--- config.mk ---
export PLATFORM = sky130hd
export DESIGN_NAME = uart_rx_fifo_flat
export DESIGN_NICKNAME = d
export VERILOG_FILES = /design/src/rtl/uart_pkg.sv /design/src/rtl/uart_rx_fifo_if.sv /design/src/rtl/uart_sync_fifo.sv /design/src/rtl/uart_rx_fifo.sv /design/src/flat_wrapper.sv
export SDC_FILE = /design/constraint.sdc
export NUM_CORES = 1
export LEC_CHECK = 0
export BUFFER_PORTS_ARGS = -buffer_cell sky130_fd_sc_hd__buf_2
export CELL_PAD_IN_SITES_DETAIL_PLACEMENT = 1
export CELL_PAD_IN_SITES_GLOBAL_PLACEMENT = 2
export CORE_MARGIN = 3
export CORE_UTILIZATION = 44
export CTS_BUF_LIST = sky130_fd_sc_hd__clkbuf_8
export DETAILED_ROUTE_END_ITERATION = 8
export MAX_ROUTING_LAYER = met4
export PLACE_DENSITY = 0.88
export SYNTH_ARGS = -nofsm -noshare
export SYNTH_HDL_FRONTEND = slang
export SYNTH_SLANG_ARGS = --single-unit
--- constraint.sdc ---
create_clock -name clk -period 4.7 [get_ports clk]
set_input_delay 0.705 -clock clk [delete_from_list [all_inputs] [get_ports clk]]
set_output_delay 0.705 -clock clk [all_outputs]
set_load 0.05 [all_outputs]
--- src/rtl/uart_pkg.sv ---
// Shared definitions for the UART receiver slice: rx state encoding and
// default sizing constants. UART_RX_PARITY_EN adds the PARITY state.
package uart_pkg;

    localparam int DEF_DATA_BITS  = 8;
    localparam int DEF_OVERSAMPLE = 16;
    localparam int DEF_FIFO_DEPTH = 8;

    typedef enum logic [2:0] {
        IDLE   = 3'd0,
        START  = 3'd1,
        DATA   = 3'd2,
`ifdef UART_RX_PARITY_EN
        PARITY = 3'd3,
`endif
        STOP   = 3'd4
    } rx_state_t;

endpackage

--- src/rtl/uart_rx_fifo_if.sv ---
// Read-side bus of the UART receiver: FIFO pop/status and sticky error flags.
// master = consumer of received bytes, slave = the receiver itself.
interface uart_rx_fifo_if import uart_pkg::*; #(
    parameter int DATA_BITS  = DEF_DATA_BITS,
    parameter int FIFO_DEPTH = DEF_FIFO_DEPTH
) ();

    logic                          rd_en;
    logic [DATA_BITS-1:0]          rd_data;
    logic                          empty;
    logic                          full;
    logic [$clog2(FIFO_DEPTH):0]   count;
    logic                          err_clr;
    logic                          frame_err;
    logic                          parity_err;
    logic                          overrun;

    modport master (
        output rd_en, err_clr,
        input  rd_data, empty, full, count, frame_err, parity_err, overrun
    );

    modport slave (
        input  rd_en, err_clr,
        output rd_data, empty, full, count, frame_err, parity_err, overrun
    );

endinterface

--- src/rtl/uart_sync_fifo.sv ---
// Single-clock show-ahead FIFO. A write while full is accepted only when a
// read happens in the same cycle; a read while empty is ignored.
module uart_sync_fifo #(
    parameter int WIDTH = 8,
    parameter int DEPTH = 8
) (
    input  logic                     clk,
    input  logic                     reset,
    input  logic                     wr_en,
    input  logic [WIDTH-1:0]         wr_data,
    input  logic                     rd_en,
    output logic [WIDTH-1:0]         rd_data,
    output logic                     empty,
    output logic                     full,
    output logic [$clog2(DEPTH):0]   count
);

    localparam int PTR_W = $clog2(DEPTH);

    logic [WIDTH-1:0] mem [DEPTH];
    logic [PTR_W-1:0] wr_ptr;
    logic [PTR_W-1:0] rd_ptr;
    logic             do_rd;
    logic             do_wr;

    assign do_rd   = rd_en && !empty;
    assign do_wr   = wr_en && (!full || do_rd);
    assign empty   = (count == '0);
    assign full    = (count == (PTR_W+1)'(DEPTH));
    // Head is forced to zero while empty so the output is defined out of reset.
    assign rd_data = empty ? '0 : mem[rd_ptr];

    // Pointers wrap naturally because DEPTH is a power of two.
    always_ff @(posedge clk) begin
        if (reset) begin
            wr_ptr <= '0;
            rd_ptr <= '0;
            count  <= '0;
        end else begin
            if (do_wr) wr_ptr <= wr_ptr + 1'b1;
            if (do_rd) rd_ptr <= rd_ptr + 1'b1;
            case ({do_wr, do_rd})
                2'b10:   count <= count + 1'b1;
                2'b01:   count <= count - 1'b1;
                default: count <= count;
            endcase
        end
    end

    // Storage array; contents need no reset since empty masks the head.
    always_ff @(posedge clk) begin
        if (do_wr) mem[wr_ptr] <= wr_data;
    end

endmodule

--- src/rtl/uart_rx_fifo.sv ---
// UART receiver with oversampled deserializer feeding a show-ahead FIFO.
// Optional parity checking is compiled in with UART_RX_PARITY_EN.
module uart_rx_fifo import uart_pkg::*; #(
    parameter int DATA_BITS  = DEF_DATA_BITS,
    parameter int OVERSAMPLE = DEF_OVERSAMPLE,
    parameter int FIFO_DEPTH = DEF_FIFO_DEPTH,
    parameter int DIV_W      = 16
) (
    input  logic              clk,
    input  logic              reset,
    input  logic              rx,
    input  logic [DIV_W-1:0]  baud_div,
    input  logic              parity_en,
    input  logic              parity_odd,
    uart_rx_fifo_if.slave     bus
);

    localparam int TICK_W = $clog2(OVERSAMPLE);
    localparam int BIT_W  = $clog2(DATA_BITS);
    localparam logic [TICK_W-1:0] HALF_LAST = TICK_W'(OVERSAMPLE/2 - 1);
    localparam logic [TICK_W-1:0] FULL_LAST = TICK_W'(OVERSAMPLE - 1);
    localparam logic [BIT_W-1:0]  BIT_LAST  = BIT_W'(DATA_BITS - 1);

    rx_state_t            state, state_nxt;
    logic                 rx_meta, rx_sync, rx_prev;
    logic                 fall;
    logic [DIV_W-1:0]     div_cnt;
    logic                 tick;
    logic [TICK_W-1:0]    tick_cnt;
    logic                 smp;
    logic [BIT_W-1:0]     bit_cnt;
    logic [DATA_BITS-1:0] shreg;
    logic                 data_smp, stop_smp;
    logic                 par_bad;
    logic                 push_vld_p1;
    logic [DATA_BITS-1:0] push_data_p1;
    logic                 fe_set, pe_set, ov_set;
    logic                 frame_err_q, overrun_q;

    assign fall = rx_prev && !rx_sync;
    assign tick = (div_cnt == baud_div);
    // START samples mid-bit after half a bit period; later states a full bit apart.
    assign smp  = tick && (tick_cnt == ((state == START) ? HALF_LAST : FULL_LAST));

    // Two-flop synchronizer plus one delay flop for falling-edge detection.
    always_ff @(posedge clk) begin
        if (reset) begin
            rx_meta <= 1'b1;
            rx_sync <= 1'b1;
            rx_prev <= 1'b1;
        end else begin
            rx_meta <= rx;
            rx_sync <= rx_meta;
            rx_prev <= rx_sync;
        end
    end

    // Baud divider; restarted at frame start so the sample phase tracks the start edge.
    always_ff @(posedge clk) begin
        if (reset || (state == IDLE && fall) || tick) div_cnt <= '0;
        else                                          div_cnt <= div_cnt + 1'b1;
    end

    // Oversample tick counter within the current bit.
    always_ff @(posedge clk) begin
        if (reset || state == IDLE || smp) tick_cnt <= '0;
        else if (tick)                     tick_cnt <= tick_cnt + 1'b1;
    end

    // Receiver state register.
    always_ff @(posedge clk) begin
        if (reset) state <= IDLE;
        else       state <= state_nxt;
    end

`ifdef UART_RX_PARITY_EN
    logic par_smp;
`endif

    // Next-state logic and sample strobes.
    always_comb begin
        state_nxt = state;
        data_smp  = 1'b0;
        stop_smp  = 1'b0;
`ifdef UART_RX_PARITY_EN
        par_smp   = 1'b0;
`endif
        case (state)
            IDLE:  if (fall) state_nxt = START;
            START: if (smp)  state_nxt = rx_sync ? IDLE : DATA;
            DATA: begin
                if (smp) begin
                    data_smp = 1'b1;
                    if (bit_cnt == BIT_LAST) begin
`ifdef UART_RX_PARITY_EN
                        state_nxt = parity_en ? PARITY : STOP;
`else
                        state_nxt = STOP;
`endif
                    end
                end
            end
`ifdef UART_RX_PARITY_EN
            PARITY: begin
                if (smp) begin
                    par_smp   = 1'b1;
                    state_nxt = STOP;
                end
            end
`endif
            STOP: begin
                if (smp) begin
                    stop_smp  = 1'b1;
                    state_nxt = IDLE;
                end
            end
            default: state_nxt = IDLE;
        endcase
    end

    // Data bit counter, LSB-first shift register.
    always_ff @(posedge clk) begin
        if (reset || state != DATA) bit_cnt <= '0;
        else if (data_smp)          bit_cnt <= bit_cnt + 1'b1;
    end

    // Shift register fills from the top so the first bit ends up in bit 0.
    always_ff @(posedge clk) begin
        if (data_smp) shreg <= {rx_sync, shreg[DATA_BITS-1:1]};
    end

`ifdef UART_RX_PARITY_EN
    // Parity check result, held until the stop bit decides the frame.
    always_ff @(posedge clk) begin
        if (reset || state == IDLE) par_bad <= 1'b0;
        else if (par_smp)           par_bad <= rx_sync ^ (^shreg) ^ parity_odd;
    end
`else
    logic unused_parity;
    assign unused_parity = parity_en ^ parity_odd;
    assign par_bad       = 1'b0;
`endif

    assign fe_set = stop_smp && !rx_sync;
    assign pe_set = stop_smp && rx_sync && par_bad;
    assign ov_set = push_vld_p1 && bus.full && !bus.rd_en;

    // Stop-bit decision registered into the push stage one cycle later.
    always_ff @(posedge clk) begin
        if (reset) push_vld_p1 <= 1'b0;
        else       push_vld_p1 <= stop_smp && rx_sync && !par_bad;
    end

    // Push payload captured alongside the push valid.
    always_ff @(posedge clk) begin
        if (stop_smp) push_data_p1 <= shreg;
    end

    // Sticky error flags; a set in the same cycle wins over err_clr.
    always_ff @(posedge clk) begin
        if (reset) begin
            frame_err_q <= 1'b0;
            overrun_q   <= 1'b0;
        end else begin
            if (fe_set)           frame_err_q <= 1'b1;
            else if (bus.err_clr) frame_err_q <= 1'b0;
            if (ov_set)           overrun_q   <= 1'b1;
            else if (bus.err_clr) overrun_q   <= 1'b0;
        end
    end

`ifdef UART_RX_PARITY_EN
    logic parity_err_q;
    // Sticky parity error flag.
    always_ff @(posedge clk) begin
        if (reset)            parity_err_q <= 1'b0;
        else if (pe_set)      parity_err_q <= 1'b1;
        else if (bus.err_clr) parity_err_q <= 1'b0;
    end
    assign bus.parity_err = parity_err_q;
`else
    logic unused_pe;
    assign unused_pe      = pe_set;
    assign bus.parity_err = 1'b0;
`endif

    assign bus.frame_err = frame_err_q;
    assign bus.overrun   = overrun_q;

    uart_sync_fifo #(
        .WIDTH (DATA_BITS),
        .DEPTH (FIFO_DEPTH)
    ) u_fifo (
        .clk     (clk),
        .reset   (reset),
        .wr_en   (push_vld_p1),
        .wr_data (push_data_p1),
        .rd_en   (bus.rd_en),
        .rd_data (bus.rd_data),
        .empty   (bus.empty),
        .full    (bus.full),
        .count   (bus.count)
    );

endmodule

--- src/flat_wrapper.sv ---
// flat-port wrapper written by rule: the top's interface ports become plain ports
module uart_rx_fifo_flat import uart_pkg::*;
#(
    parameter int DATA_BITS  = DEF_DATA_BITS,
    parameter int OVERSAMPLE = DEF_OVERSAMPLE,
    parameter int FIFO_DEPTH = DEF_FIFO_DEPTH,
    parameter int DIV_W      = 16
)
  (clk, reset, rx, baud_div, parity_en, parity_odd, bus_rd_en, bus_err_clr, bus_rd_data, bus_empty, bus_full, bus_count, bus_frame_err, bus_parity_err, bus_overrun);
  uart_rx_fifo_if #(.DATA_BITS(DATA_BITS), .FIFO_DEPTH(FIFO_DEPTH)) bus_i ();
  input  logic clk;
  input  logic reset;
  input  logic rx;
  input  logic [DIV_W-1:0] baud_div;
  input  logic parity_en;
  input  logic parity_odd;
  input wire logic [$bits(bus_i.rd_en)-1:0] bus_rd_en;
  input wire logic [$bits(bus_i.err_clr)-1:0] bus_err_clr;
  output wire logic [$bits(bus_i.rd_data)-1:0] bus_rd_data;
  output wire logic [$bits(bus_i.empty)-1:0] bus_empty;
  output wire logic [$bits(bus_i.full)-1:0] bus_full;
  output wire logic [$bits(bus_i.count)-1:0] bus_count;
  output wire logic [$bits(bus_i.frame_err)-1:0] bus_frame_err;
  output wire logic [$bits(bus_i.parity_err)-1:0] bus_parity_err;
  output wire logic [$bits(bus_i.overrun)-1:0] bus_overrun;
  assign bus_i.rd_en = bus_rd_en;
  assign bus_i.err_clr = bus_err_clr;
  assign bus_rd_data = bus_i.rd_data;
  assign bus_empty = bus_i.empty;
  assign bus_full = bus_i.full;
  assign bus_count = bus_i.count;
  assign bus_frame_err = bus_i.frame_err;
  assign bus_parity_err = bus_i.parity_err;
  assign bus_overrun = bus_i.overrun;
  uart_rx_fifo #(.DATA_BITS(DATA_BITS), .OVERSAMPLE(OVERSAMPLE), .FIFO_DEPTH(FIFO_DEPTH), .DIV_W(DIV_W)) u_core (.clk(clk), .reset(reset), .rx(rx), .baud_div(baud_div), .parity_en(parity_en), .parity_odd(parity_odd), .bus(bus_i));
endmodule
=== After elaboration in Yosys (flattened, before gate mapping) ===
Memory sizes are Yosys's and may differ from the RTL's. A register that Yosys moved wholly into a read port is not among the register bits.
Cells that the tools add are included.

* $add $sub $neg: 7
* Equality and inequality tests: 15
* Mux-type cells: 20
* Reduce and logical (&&, ||, !) cells: 25

{| class="wikitable"
|+ Operators with widths
! kind !! number
|-
| 3-bit two-way mux || 7
|-
| 16-bit by 1-bit adder with 16-bit output, second input constant || 1
|-
| 16-bit equality test || 1
|-
| 3-bit case mux with 4 select lines || 1
|-
| 2-bit by 1-bit != test with 1-bit output, second input constant || 5
|-
| 3-bit by 1-bit adder with 3-bit output, second input constant || 3
|-
| 1-bit logical AND || 9
|-
| 4-bit by 1-bit adder with 4-bit output, second input constant || 2
|-
| 1-bit two-way mux || 8
|-
| 8-bit two-way mux || 1
|-
| 4-bit case mux with 2 select lines || 1
|-
| 3-bit equality test, second input constant || 2
|-
| 1-bit logical OR || 6
|-
| 2-bit nonzero test || 3
|-
| 5-bit AND reduction || 1
|-
| 4-bit equality test || 1
|-
| 4-bit equality test, second input constant || 1
|-
| 1-bit zero test || 4
|-
| 4-bit zero test || 1
|-
| 4-bit two-way mux || 1
|-
| 4-bit by 1-bit subtractor with 4-bit output, second input constant || 1
|-
| 3-bit by 1-bit equality test with 1-bit output, second input constant || 1
|-
| 3-bit by 2-bit equality test with 1-bit output, second input constant || 1
|-
| 3-bit zero test || 1
|-
| other kinds (4) || 4
|}

* Bits in registers: 58
* RAM bits: 64
* Output and inout port bits: 17
* Logic and storage cells: 83
* Memories kept: 1

{| class="wikitable"
|+ Memories
! name !! depth !! bits a word !! read ports !! clocked after memory_dff !! write ports !! line !! text
|-
| u_core.u_fifo.mem || 8 || 8 || 1 || 1 || 1 || uart_sync_fifo.sv:20 || <nowiki>logic [WIDTH-1:0] mem [DEPTH];</nowiki>
|}

=== Depth between registers and ports, before layout ===
* Depth after elaboration: 8
* Mapped depth: 9
* Gate-level depth less buffers: 8

=== By module ===
Synthesis repeated with hierarchy kept, for this count alone.

* Cell total of the unflattened synthesis: 385
* Area, all modules: 5,243.8 µm²

{| class="wikitable"
|+ Modules (own cells, without submodules)
! module !! instances !! cells each !! area each (µm²)
|-
| uart_sync_fifo || 1 || 185 || 3,189.3
|-
| uart_rx_fifo || 1 || 200 || 2,054.5
|}

=== Worst setup path before layout ===
No wires, ideal clock.

* Path kind: register to output
* From: register u_core.u_fifo.count[0]
* To: output port bus_rd_data[0]
* Arrival: 2.056 ns
* Slack: 1.939 ns
* Stages on the path, launching flop included: 4
* Cells stage by stage: dfxtp_1 > buf_2 > nor4_4 > nor2_1

* Longest elaborated chain between the ends: 2

{| class="wikitable"
|+ RTL lines
! what !! line !! text
|-
| start: declaration || uart_sync_fifo.sv:15 || <nowiki>output logic [$clog2(DEPTH):0] count</nowiki>
|-
| start signal: assignment || uart_sync_fifo.sv:43 || <nowiki>2'b10: count <= count + 1'b1;</nowiki>
|-
| start signal: assignment || uart_sync_fifo.sv:44 || <nowiki>2'b01: count <= count - 1'b1;</nowiki>
|-
| start signal: assignment || uart_sync_fifo.sv:45 || <nowiki>default: count <= count;</nowiki>
|-
| 4-bit zero test || uart_sync_fifo.sv:28 || <nowiki>assign empty = (count == '0);</nowiki>
|-
| net bus_empty || flat_wrapper.sv:20 || <nowiki>output wire logic [$bits(bus_i.empty)-1:0] bus_empty;</nowiki>
|-
| 8-bit two-way mux || uart_sync_fifo.sv:31 || <nowiki>assign rd_data = empty ? '0 : mem[rd_ptr];</nowiki>
|-
| end: declaration || flat_wrapper.sv:19 || <nowiki>output wire logic [$bits(bus_i.rd_data)-1:0] bus_rd_data;</nowiki>
|}

The timed path passes the listed nets, and every way through them passes these cells.

==> results.toml <==
[flow_run]
drv_cap = 0

[synth]
synth-seq-cells = 125
ys.flop_type = "edfxtp_1"
synth_area_leader_cell = "edfxtp_1"
netlist_area_um2 = 5192
yosysWarningCount = 0
async_flop_share_pct = 0
synthTopCellsByCount = "edfxtp_1 (80), nor2_1 (52), dfxtp_1 (45)"
synth_edf_count = 80
synth_cells = 373
synth.most_common_cell = "edfxtp_1"
yosysSeqAreaShare_pct = 63.61
synth.top_cells.by_area = "edfxtp_1 (46%), dfxtp_1 (17%), mux4_2 (6.9%)"
synth.net_count = 403
syn_area_per_cell_um2 = 13.92
yosysTopAreaCellShare_pct = 46.27
synthDistinctLibCells = 56

[floorplanning]
io_pins = 40
dieHeight_um = 114.6
dieArea_um2 = 13140
rows = 39
core_area_um2 = 11470
die_w_um = 114.6
initial_utilization_pct = 45.28

[detailed_routing]
first_iter_violations = 122
wl_um = 10260
dr.pass1.iters = 4
vias = 3013
ant_nets = 0
routedWlPerCell_um = 17.97
drc_errors = 0
avgViaCountPerCell = 5.277

[placement]
numPortBuffers = 36
gp_congestion = 0.7961
dp_slack_ps = 1764
dp_hpwl_um = 7161

[global_routing]
gr-usage-all-layers_pct = 17.55
grt_pass1_wl_um = 16610
antenna_found_initial = 0
grt_max_degree = 24
grt_pass1_vias = 3216
gr-total-overflow = 0

[cts]
cts_buffers = 17
cts_tree = "yes"
path_clk_slew_ps = 80
cts_resized = 0
cts_root_buffer = "clkbuf_8"
clk_latency_ps = 430
hold_buffers = 0
cts_setup_buffers = 0
cts_buffer_depth = 2
clock-sinks = 125
htreeDepth = 4

[timing]
hold_slack_ps = 418.9
tightest_slew_ps = 1077
timing.setup.tns_ps = 0
setup_ws_ps = 1388
finalCriticalPeriod_ps = 3312
final_max_slew_viol_count = 0
setup_viol = 0
skew_ps = 15.45
clock.fmax_ghz = 0.3019
finalCritPeriodShare_pct = 70.47
rsz0062_at_grt = "false"
finalHoldViolCount = 0
slew_headroom_pct = 28.11

[power]
p_leak_nw = 2.028
power_mw = 2.032
ir_drop_mv = 0.1610
p_per_area_nw_per_um2 = 348.3

[setup_path]
critPathLaunchType = "register"
end_kind = "output port"
crit_arrival_ps = 2610
critPathMaxFanout = 16
path_class = "register to output port"
cp.required_ps = 3990

[cells_and_area]
areaGrowthSynthToFinish_pct = 12.36
regArea_um2 = 3303
utilization_pct = 50.88
nNetsFinal = 445
multi_input_area_um2 = 1777
layout-drive-gt1-share_pct = 25.00
antennaDiodeCount = 0
fillCellCount = 1152

[worst_hold_path]
min_path_type = "register to register"

[run_status]
status = "completed"
## power breakdown
group	internal, mW	total (mW)	switching, mW	leakage (nW)
Combinational	0.0185	0.0408	0.0223	0.784
Sequential	1.16	1.16	0.00403	1.08
Clock	0.370	0.831	0.461	0.162
Total	1.55	2.03	0.487	2.03
## critical path, cell delays in order (launching register included)
cell	delay, ps
dfxtp_1	1030
mux4_2	620
mux2i_1	190
nor2_1	70
buf_2	240
## registers in the layout (all words and copies together), names as in the netlist, named ones only
register              flops
u_core.rx_prev            1
u_core.state              3
u_core.u_fifo.wr_ptr      3
u_core.u_fifo.mem        64
u_core.rx_sync            1
u_core.shreg              8
u_core.u_fifo.rd_ptr      3
u_core.u_fifo.count       4
u_core.tick_cnt           4
u_core.bus.overrun        1
u_core.bus.frame_err      1
u_core.div_cnt           16
u_core.push_data_p1       8
u_core.push_vld_p1        1
u_core.bit_cnt            3
u_core.rx_meta            1
## worst paths after layout
| check | start | endpoint | slack (ps) | cells after the start |
|---|---|---|---|---|
| setup / recovery | register | bus_rd_data[3] | 1390 | 4 |
| setup reg to reg | u_core.u_fifo.count[1] | u_core.u_fifo.mem[2][1] | 2100 | 4 |
| hold / removal | u_core.rx_meta | u_core.rx_sync | 420 | 1 |
| hold reg to reg | u_core.rx_meta | u_core.rx_sync | 420 | 1 |
## layout by cell type, fill, tap and decap left out, types with 3 or more instances in the layout
master	instances
mux4_2	16
nor2_1	52
xnor2_1	25
inv_6	5
dfxtp_1	45
ha_1	7
clkinvlp_4	6
mux2i_1	13
nand4_1	7
nand2_1	19
buf_4	3
nor3_1	6
nand3_1	11
clkbuf_8	17
edfxtp_1	80
xor2_1	13
inv_1	6
or2_2	4
a21oi_1	4
and3_1	3
nand2b_1	5
buf_2	36
## logic make-up after synthesis
| family | count (synthesis) | synth area share, % |
|---|---|---|
| and+or+nand+nor | 127 | 12.70 |
| DFF | 125 | 63.61 |
| xor gates and xnor gates | 38 | 6.410 |
| muxes | 30 | 9.735 |
| AOI/OAI and AO/OA | 23 | 3.614 |
| buffers and inverters | 22 | 2.169 |
| adders and majority gates | 7 | 1.687 |
| other | 1 | 0.07222 |
## area by class of cell
cell class	count	area share [%]
repair buffers	39	3.474
clock buffers	17	4.010
inverters	6	0.3860
clock inverters	15	1.994
multi-input cells	226	30.45
well taps	143	3.067
flip-flops and latches	125	56.62
## metal layers
layer | global-route usage [%] | vias up | wire [um]
met4 | 7.759 | 0 | 192
li1 | - | 1439 | -
met5 | - | - | 0
met3 | 4.387 | 19 | 297
met1 | 19.95 | 1504 | 4454
met2 | 29.34 | 51 | 5317
## through the flow
stage	cell area [um^2]	cells
floorplan	5192	373
global placement	5484	539
detailed placement	5484	539
CTS	5834	571
global route	5834	571
finish	5834	571
Note: power is estimated with default switching activity, not from simulation.
